[src/rtl/i2c_regfile_ctrl.sv]
// rtl/i2c_regfile_ctrl.sv - I2C register-file controller with CDC event sync and local port arbitration
// I2C events come from a toggle/level SCL-domain peripheral; the local port yields to them.
module i2c_regfile_ctrl #(
   parameter int                  NUM_REGS = 16,
   parameter int                  ADDR_W   = 4,
   parameter logic [NUM_REGS-1:0] RO_MASK  = 16'h0000
) (
   input  logic                  clk,
   input  logic                  rst_n,
   input  logic [7:0]            rx_data,
   input  logic                  rx_tgl,
   input  logic                  tx_tgl,
   input  logic                  txn_active,
   output logic [7:0]            tx_data,
   input  logic                  loc_req,
   input  logic                  loc_we,
   input  logic [ADDR_W-1:0]     loc_addr,
   input  logic [7:0]            loc_wdata,
   output logic                  loc_gnt,
   output logic [7:0]            loc_rdata,
   output logic [NUM_REGS*8-1:0] cfg_bus,
   output logic                  wr_pulse,
   output logic [ADDR_W-1:0]     wr_addr
);

   typedef enum logic [1:0] {
      ST_IDLE  = 2'd0,
      ST_PTR   = 2'd1,
      ST_WRITE = 2'd2,
      ST_READ  = 2'd3
   } state_t;

   state_t              state_q, state_d;
   logic [ADDR_W-1:0]   ptr_q, ptr_d;
   logic [7:0]          regs_q [NUM_REGS];
   logic [7:0]          regs_d [NUM_REGS];
   logic [7:0]          tx_data_q, tx_data_d;
   logic [7:0]          loc_rdata_q, loc_rdata_d;
   logic                loc_gnt_q, loc_gnt_d;
   logic                wr_pulse_q, wr_pulse_d;
   logic [ADDR_W-1:0]   wr_addr_q, wr_addr_d;
   logic [2:0]          rx_sync_q, rx_sync_d;
   logic [2:0]          tx_sync_q, tx_sync_d;
   logic [2:0]          txn_sync_q, txn_sync_d;

   logic rx_ev, tx_ev, txn_rise, txn_fall;

   // Bits [1:0] are the two-flop synchronizer, bit 2 holds the previous synced value.
   assign rx_sync_d  = {rx_sync_q[1:0], rx_tgl};
   assign tx_sync_d  = {tx_sync_q[1:0], tx_tgl};
   assign txn_sync_d = {txn_sync_q[1:0], txn_active};

   assign rx_ev    = rx_sync_q[1] ^ rx_sync_q[2];
   assign tx_ev    = tx_sync_q[1] ^ tx_sync_q[2];
   assign txn_rise = txn_sync_q[1] & ~txn_sync_q[2];
   assign txn_fall = ~txn_sync_q[1] & txn_sync_q[2];

   always_comb begin
      state_d     = state_q;
      ptr_d       = ptr_q;
      regs_d      = regs_q;
      wr_pulse_d  = 1'b0;
      wr_addr_d   = wr_addr_q;
      loc_gnt_d   = 1'b0;
      loc_rdata_d = loc_rdata_q;
      tx_data_d   = regs_q[ptr_q];

      case (state_q)
         ST_IDLE: begin
            if (txn_rise) state_d = ST_PTR;
         end
         ST_PTR, ST_READ: begin
            if (rx_ev) begin
               ptr_d   = rx_data[ADDR_W-1:0];
               state_d = ST_WRITE;
            end else if (tx_ev) begin
               ptr_d   = ptr_q + 1'b1;
               state_d = ST_READ;
            end
         end
         ST_WRITE: begin
            if (rx_ev) begin
               if (!RO_MASK[ptr_q]) begin
                  regs_d[ptr_q] = rx_data;
                  wr_pulse_d    = 1'b1;
                  wr_addr_d     = ptr_q;
               end
               ptr_d = ptr_q + 1'b1;
            end else if (tx_ev) begin
               ptr_d   = ptr_q + 1'b1;
               state_d = ST_READ;
            end
         end
         default: state_d = ST_IDLE;
      endcase

      // A STOP coinciding with a byte still lets the byte land above.
      if (txn_fall) state_d = ST_IDLE;

      if (loc_req && !(rx_ev || tx_ev)) begin
         loc_gnt_d = 1'b1;
         if (loc_we) regs_d[loc_addr] = loc_wdata;
         else        loc_rdata_d      = regs_q[loc_addr];
      end
   end

   always_ff @(posedge clk) begin
      if (!rst_n) begin
         state_q     <= ST_IDLE;
         ptr_q       <= '0;
         for (int i = 0; i < NUM_REGS; i++) regs_q[i] <= 8'h00;
         tx_data_q   <= 8'h00;
         loc_rdata_q <= 8'h00;
         loc_gnt_q   <= 1'b0;
         wr_pulse_q  <= 1'b0;
         wr_addr_q   <= '0;
         rx_sync_q   <= 3'b000;
         tx_sync_q   <= 3'b000;
         txn_sync_q  <= 3'b000;
      end else begin
         state_q     <= state_d;
         ptr_q       <= ptr_d;
         regs_q      <= regs_d;
         tx_data_q   <= tx_data_d;
         loc_rdata_q <= loc_rdata_d;
         loc_gnt_q   <= loc_gnt_d;
         wr_pulse_q  <= wr_pulse_d;
         wr_addr_q   <= wr_addr_d;
         rx_sync_q   <= rx_sync_d;
         tx_sync_q   <= tx_sync_d;
         txn_sync_q  <= txn_sync_d;
      end
   end

   assign tx_data   = tx_data_q;
   assign loc_rdata = loc_rdata_q;
   assign loc_gnt   = loc_gnt_q;
   assign wr_pulse  = wr_pulse_q;
   assign wr_addr   = wr_addr_q;

   for (genvar g = 0; g < NUM_REGS; g++) begin : g_cfg
      assign cfg_bus[8*g +: 8] = regs_q[g];
   end

endmodule

[config.mk]
export PLATFORM = sky130hd
export DESIGN_NAME = i2c_regfile_ctrl
export DESIGN_NICKNAME = d
export VERILOG_FILES = /design/src/rtl/i2c_regfile_ctrl.sv
export SDC_FILE = /design/constraint.sdc
export NUM_CORES = 1
export LEC_CHECK = 0
export ABC_AREA = 1
export CORE_UTILIZATION = 44
export CTS_BUF_LIST = sky130_fd_sc_hd__clkbuf_2 sky130_fd_sc_hd__clkbuf_4 sky130_fd_sc_hd__clkbuf_8
export DETAILED_ROUTE_END_ITERATION = 8
export GPL_ROUTABILITY_DRIVEN = 0
export PLACE_DENSITY = 0.75
export SETUP_SLACK_MARGIN = 0.4
export SYNTH_ARGS = -nofsm -noshare
export SYNTH_HDL_FRONTEND = slang
export SYNTH_SLANG_ARGS = --single-unit
export TNS_END_PERCENT = 50
[constraint.sdc]
create_clock -name clk -period 5.54 [get_ports clk]
set_clock_uncertainty 0.05 [all_clocks]
set_input_delay 0.831 -clock clk [delete_from_list [all_inputs] [get_ports clk]]
set_output_delay 0.831 -clock clk [all_outputs]
set_load 0.02 [all_outputs]
==> reports/metrics.cfg <==
[clocking]
cts_inserted_buffers=17
htreeDepth=4
cts_tree=yes
clockRootBuffer=clkbuf_8
path_clk_slew_ns=0.10
cts_sinks=165
cts_setup_buffers=0
cts.repair.resized=0
cts_buffer_depth=2
worstSkewPairLatency_ns=0.48
cts_hold_repair.buffers=0

[place]
dpl_cell_area_mm2=0.0129
dp_cells=2380
portBuffers=176
dp_slack_ns=1.40
dpl.hpwl_mm=30.2

[min_path]
holdCritStartpoint=txn_sync_q[0]$_SDFF_PN0_
whs_path_depth=2
min_to=txn_sync_q[1]$_SDFF_PN0_
hold_path.class=flop to flop

[yosys]
ys_seq_elements=165
netlist_top_cells_area=dfxtp_1 (29%), nand2_1 (25%), nor2_1 (17%)
synthCells=1994
synth_area_per_cell_um2=5.62
synth.distinct_cells=32
synth_nets=2025
synth_seq_area_share_pct=29.5
yosysWarnings=0
yosysTopAreaCellShare_pct=29.5
yosysTopAreaCell=dfxtp_1
synthesis.area_mm2=0.0112

[timing]
drv_slew=0
hold_ws_ns=0.378
worst_pin_slew_ns=1.28
min_period_ns=3.82
period_share_pct=68.9
worst_slack_ns=1.72
finalSetupViolations=0
finalHoldViolations=0
relSlewSlack_pct=14.6
setup_tns_ns=0
rsz0062_at_grt=false
fmax_ghz=0.262

[die]
coreArea_mm2=0.0251
fp.dieH_um=162
pin_count=177
num_rows=58
dieArea_mm2=0.0261
start_util_pct=44.7
die_x_um=162

[grt]
grt_first_pass_wirelength_mm=70.2
grt-ovfl-total=0
grtUsageTotal_pct=35.1
grt_pass1_vias=12200
grt_max_degree=88
antenna_found_initial=0

[layout]
diodes=0
final_nets=2100
syn_to_final_growth_pct=18.4
post-route-util_pct=52.9
fin_area_mm2=0.0133
drive_gt1_share_pct=5.24
finish.cell_count_without_fillers=2412

[power]
netSwitchingPower_mw=0.872
pwr-share-clk_pct=37.2
comb_power_share_pct=16.5
p_int_mw=1.79
seq_power_share_pct=46.3
netSwitchingFraction_pct=32.7
peakVddDrop_mv=0.119
p_per_area_mw_per_mm2=200
finalPower_mw=2.66
p_leak_nw=6.52

[worst_setup_path]
worstSetupPathType=input pin to flop
r2r_slack_ns=2.16
crit_fanout=41
r2r-end=cfg_bus[35]$_SDFF_PN0_
crit_required_ns=5.91
reg2reg_depth=10
worst_setup_path_end_kind=flop
worstPathArrival_ns=4.18
r2r-start=ptr_q[1]$_SDFFE_PN0N_
worst_setup_path_start_kind=input pin

[routing]
drt_wl_total_mm=46.0
viasPerCell=5.69
via_count=13700
antenna_left=0
wire_per_inst_um=19.1
firstDrtPassIters=9
drt_iter0_drc=2176
route.detailed.drc=5

[run_status]
violations=design-rule violations
outcome=complete, but fails checks

[run]
cap_violations=0

-- flip-flops by register name, summed over array words and instances (netlist names) --
signal / flops
cfg_bus: 128
loc_rdata: 8
tx_data: 8
ptr_q: 4
wr_addr: 4
rx_sync_q: 3
tx_sync_q: 3
txn_sync_q: 3
state_q: 2
loc_gnt: 1
wr_pulse: 1
-- power by group through the flow --
stage          Combinational [mW]  Sequential, mW  Clock [mW]
2_1_floorplan               0.251            1.27           0
3_3_place_gp                0.415            1.26           0
3_5_place_dp                0.420            1.26           0
4_1_cts                     0.421            1.23       0.990
5_1_grt                     0.464            1.23        1.04
6_report                    0.440            1.23       0.990
-- kinds of logic after synthesis --
kind of cell	after synthesis	synth area share (%)
AO/OA/AOI/OAI	127	5.72
adder cells (fa/ha/maj)	4	0.446
buffers and inverters	213	8.30
flip-flops	165	29.5
AND/OR/NAND/NOR	1485	56.1
-- synthesized netlist by cell type --
library cell	count
nand2_2	5
clkbuf_1	49
o211ai_1	1
nand3_2	3
nor2_8	2
inv_2	11
nand2_8	1
nand3_4	1
o22ai_1	3
clkbuf_2	1
nor3_1	2
buf_1	21
o21ai_0	109
nor2_2	6
nor3_2	1
clkinv_1	4
nand3_1	142
nand4_4	8
dfxtp_1	165
nand4_2	13
nor2_4	4
a21oi_1	11
buf_4	3
ha_1	4
nor2_1	509
inv_1	64
buf_6	7
nand2_1	743
nand4_1	41
buf_2	53
nand2_4	4
o21ai_1	3
-- worst max path at each step --
| stage | end | depth (start not counted) | startpoint | slack [ns] |
|---|---|---|---|---|
| 3_5_place_dp | cfg_bus[108]$_SDFF_PN0_ | 8 | loc_addr[1] | 1.40 |
| 3_3_place_gp | cfg_bus[111]$_SDFF_PN0_ | 8 | loc_addr[1] | 1.47 |
| 6_report | cfg_bus[43]$_SDFF_PN0_ | 8 | loc_addr[1] | 1.72 |
| 4_1_cts | cfg_bus[43]$_SDFF_PN0_ | 8 | loc_addr[1] | 1.90 |
| 2_1_floorplan | cfg_bus[86]$_SDFF_PN0_ | 10 | ptr_q[0]$_SDFFE_PN0N_ | 3.49 |
| 5_1_grt | cfg_bus[46]$_SDFF_PN0_ | 8 | loc_addr[1] | 1.60 |
-- final cells by class --
| type | count | area (um2) |
|---|---|---|
| clock inverters | 13 | 170 |
| well taps | 330 | 413 |
| multi-input cells | 1616 | 6980 |
| clock buffers | 19 | 255 |
| fillers | 2601 | 11800 |
| inverters | 79 | 297 |
| repair buffers | 190 | 1860 |
| flip-flops and latches | 165 | 3300 |
-- layout by cell type, fill, tap and decap left out, types with 2 or more instances in the layout --
| cell | instances |
|---|---|
| nand2_1 | 743 |
| nor2_1 | 508 |
| clkdlybuf4s50_1 | 174 |
| dfxtp_1 | 164 |
| nand3_1 | 142 |
| o21ai_0 | 109 |
| inv_1 | 64 |
| nand4_1 | 41 |
| clkbuf_8 | 18 |
| buf_4 | 15 |
| nand4_2 | 13 |
| inv_2 | 11 |
| a21oi_1 | 11 |
| nand4_4 | 8 |
| nor2_2 | 7 |
| nand2_2 | 5 |
| inv_6 | 5 |
| nand2_4 | 4 |
| nor2_4 | 4 |
| clkinv_1 | 4 |
| ha_1 | 4 |
| o21ai_1 | 3 |
| nand3_2 | 3 |
| o22ai_1 | 3 |
| clkinvlp_4 | 3 |
| bufinv_16 | 3 |
| nor2_8 | 2 |
| nor3_1 | 2 |
-- worst max-delay path, cell delays in order --
cell	delay (ns)
clkdlybuf4s50_1	0.83
inv_2	0.74
nand2_1	0.17
nor2_2	0.76
nand4_1	0.50
nand2_1	0.20
nor2_1	0.05
nor2_1	0.07
-- routing by layer --
metal | track usage (%) | share of wire, % | vias up
met3 | 8.83 | 14 | 212
met1 | 46.6 | 38 | 6055
met2 | 50.8 | 41 | 1068
met5 | 0 | 0 | -
li1 | - | - | 6387
met4 | 21.1 | 6.0 | 0
Note: power is estimated with default switching activity, not from simulation.
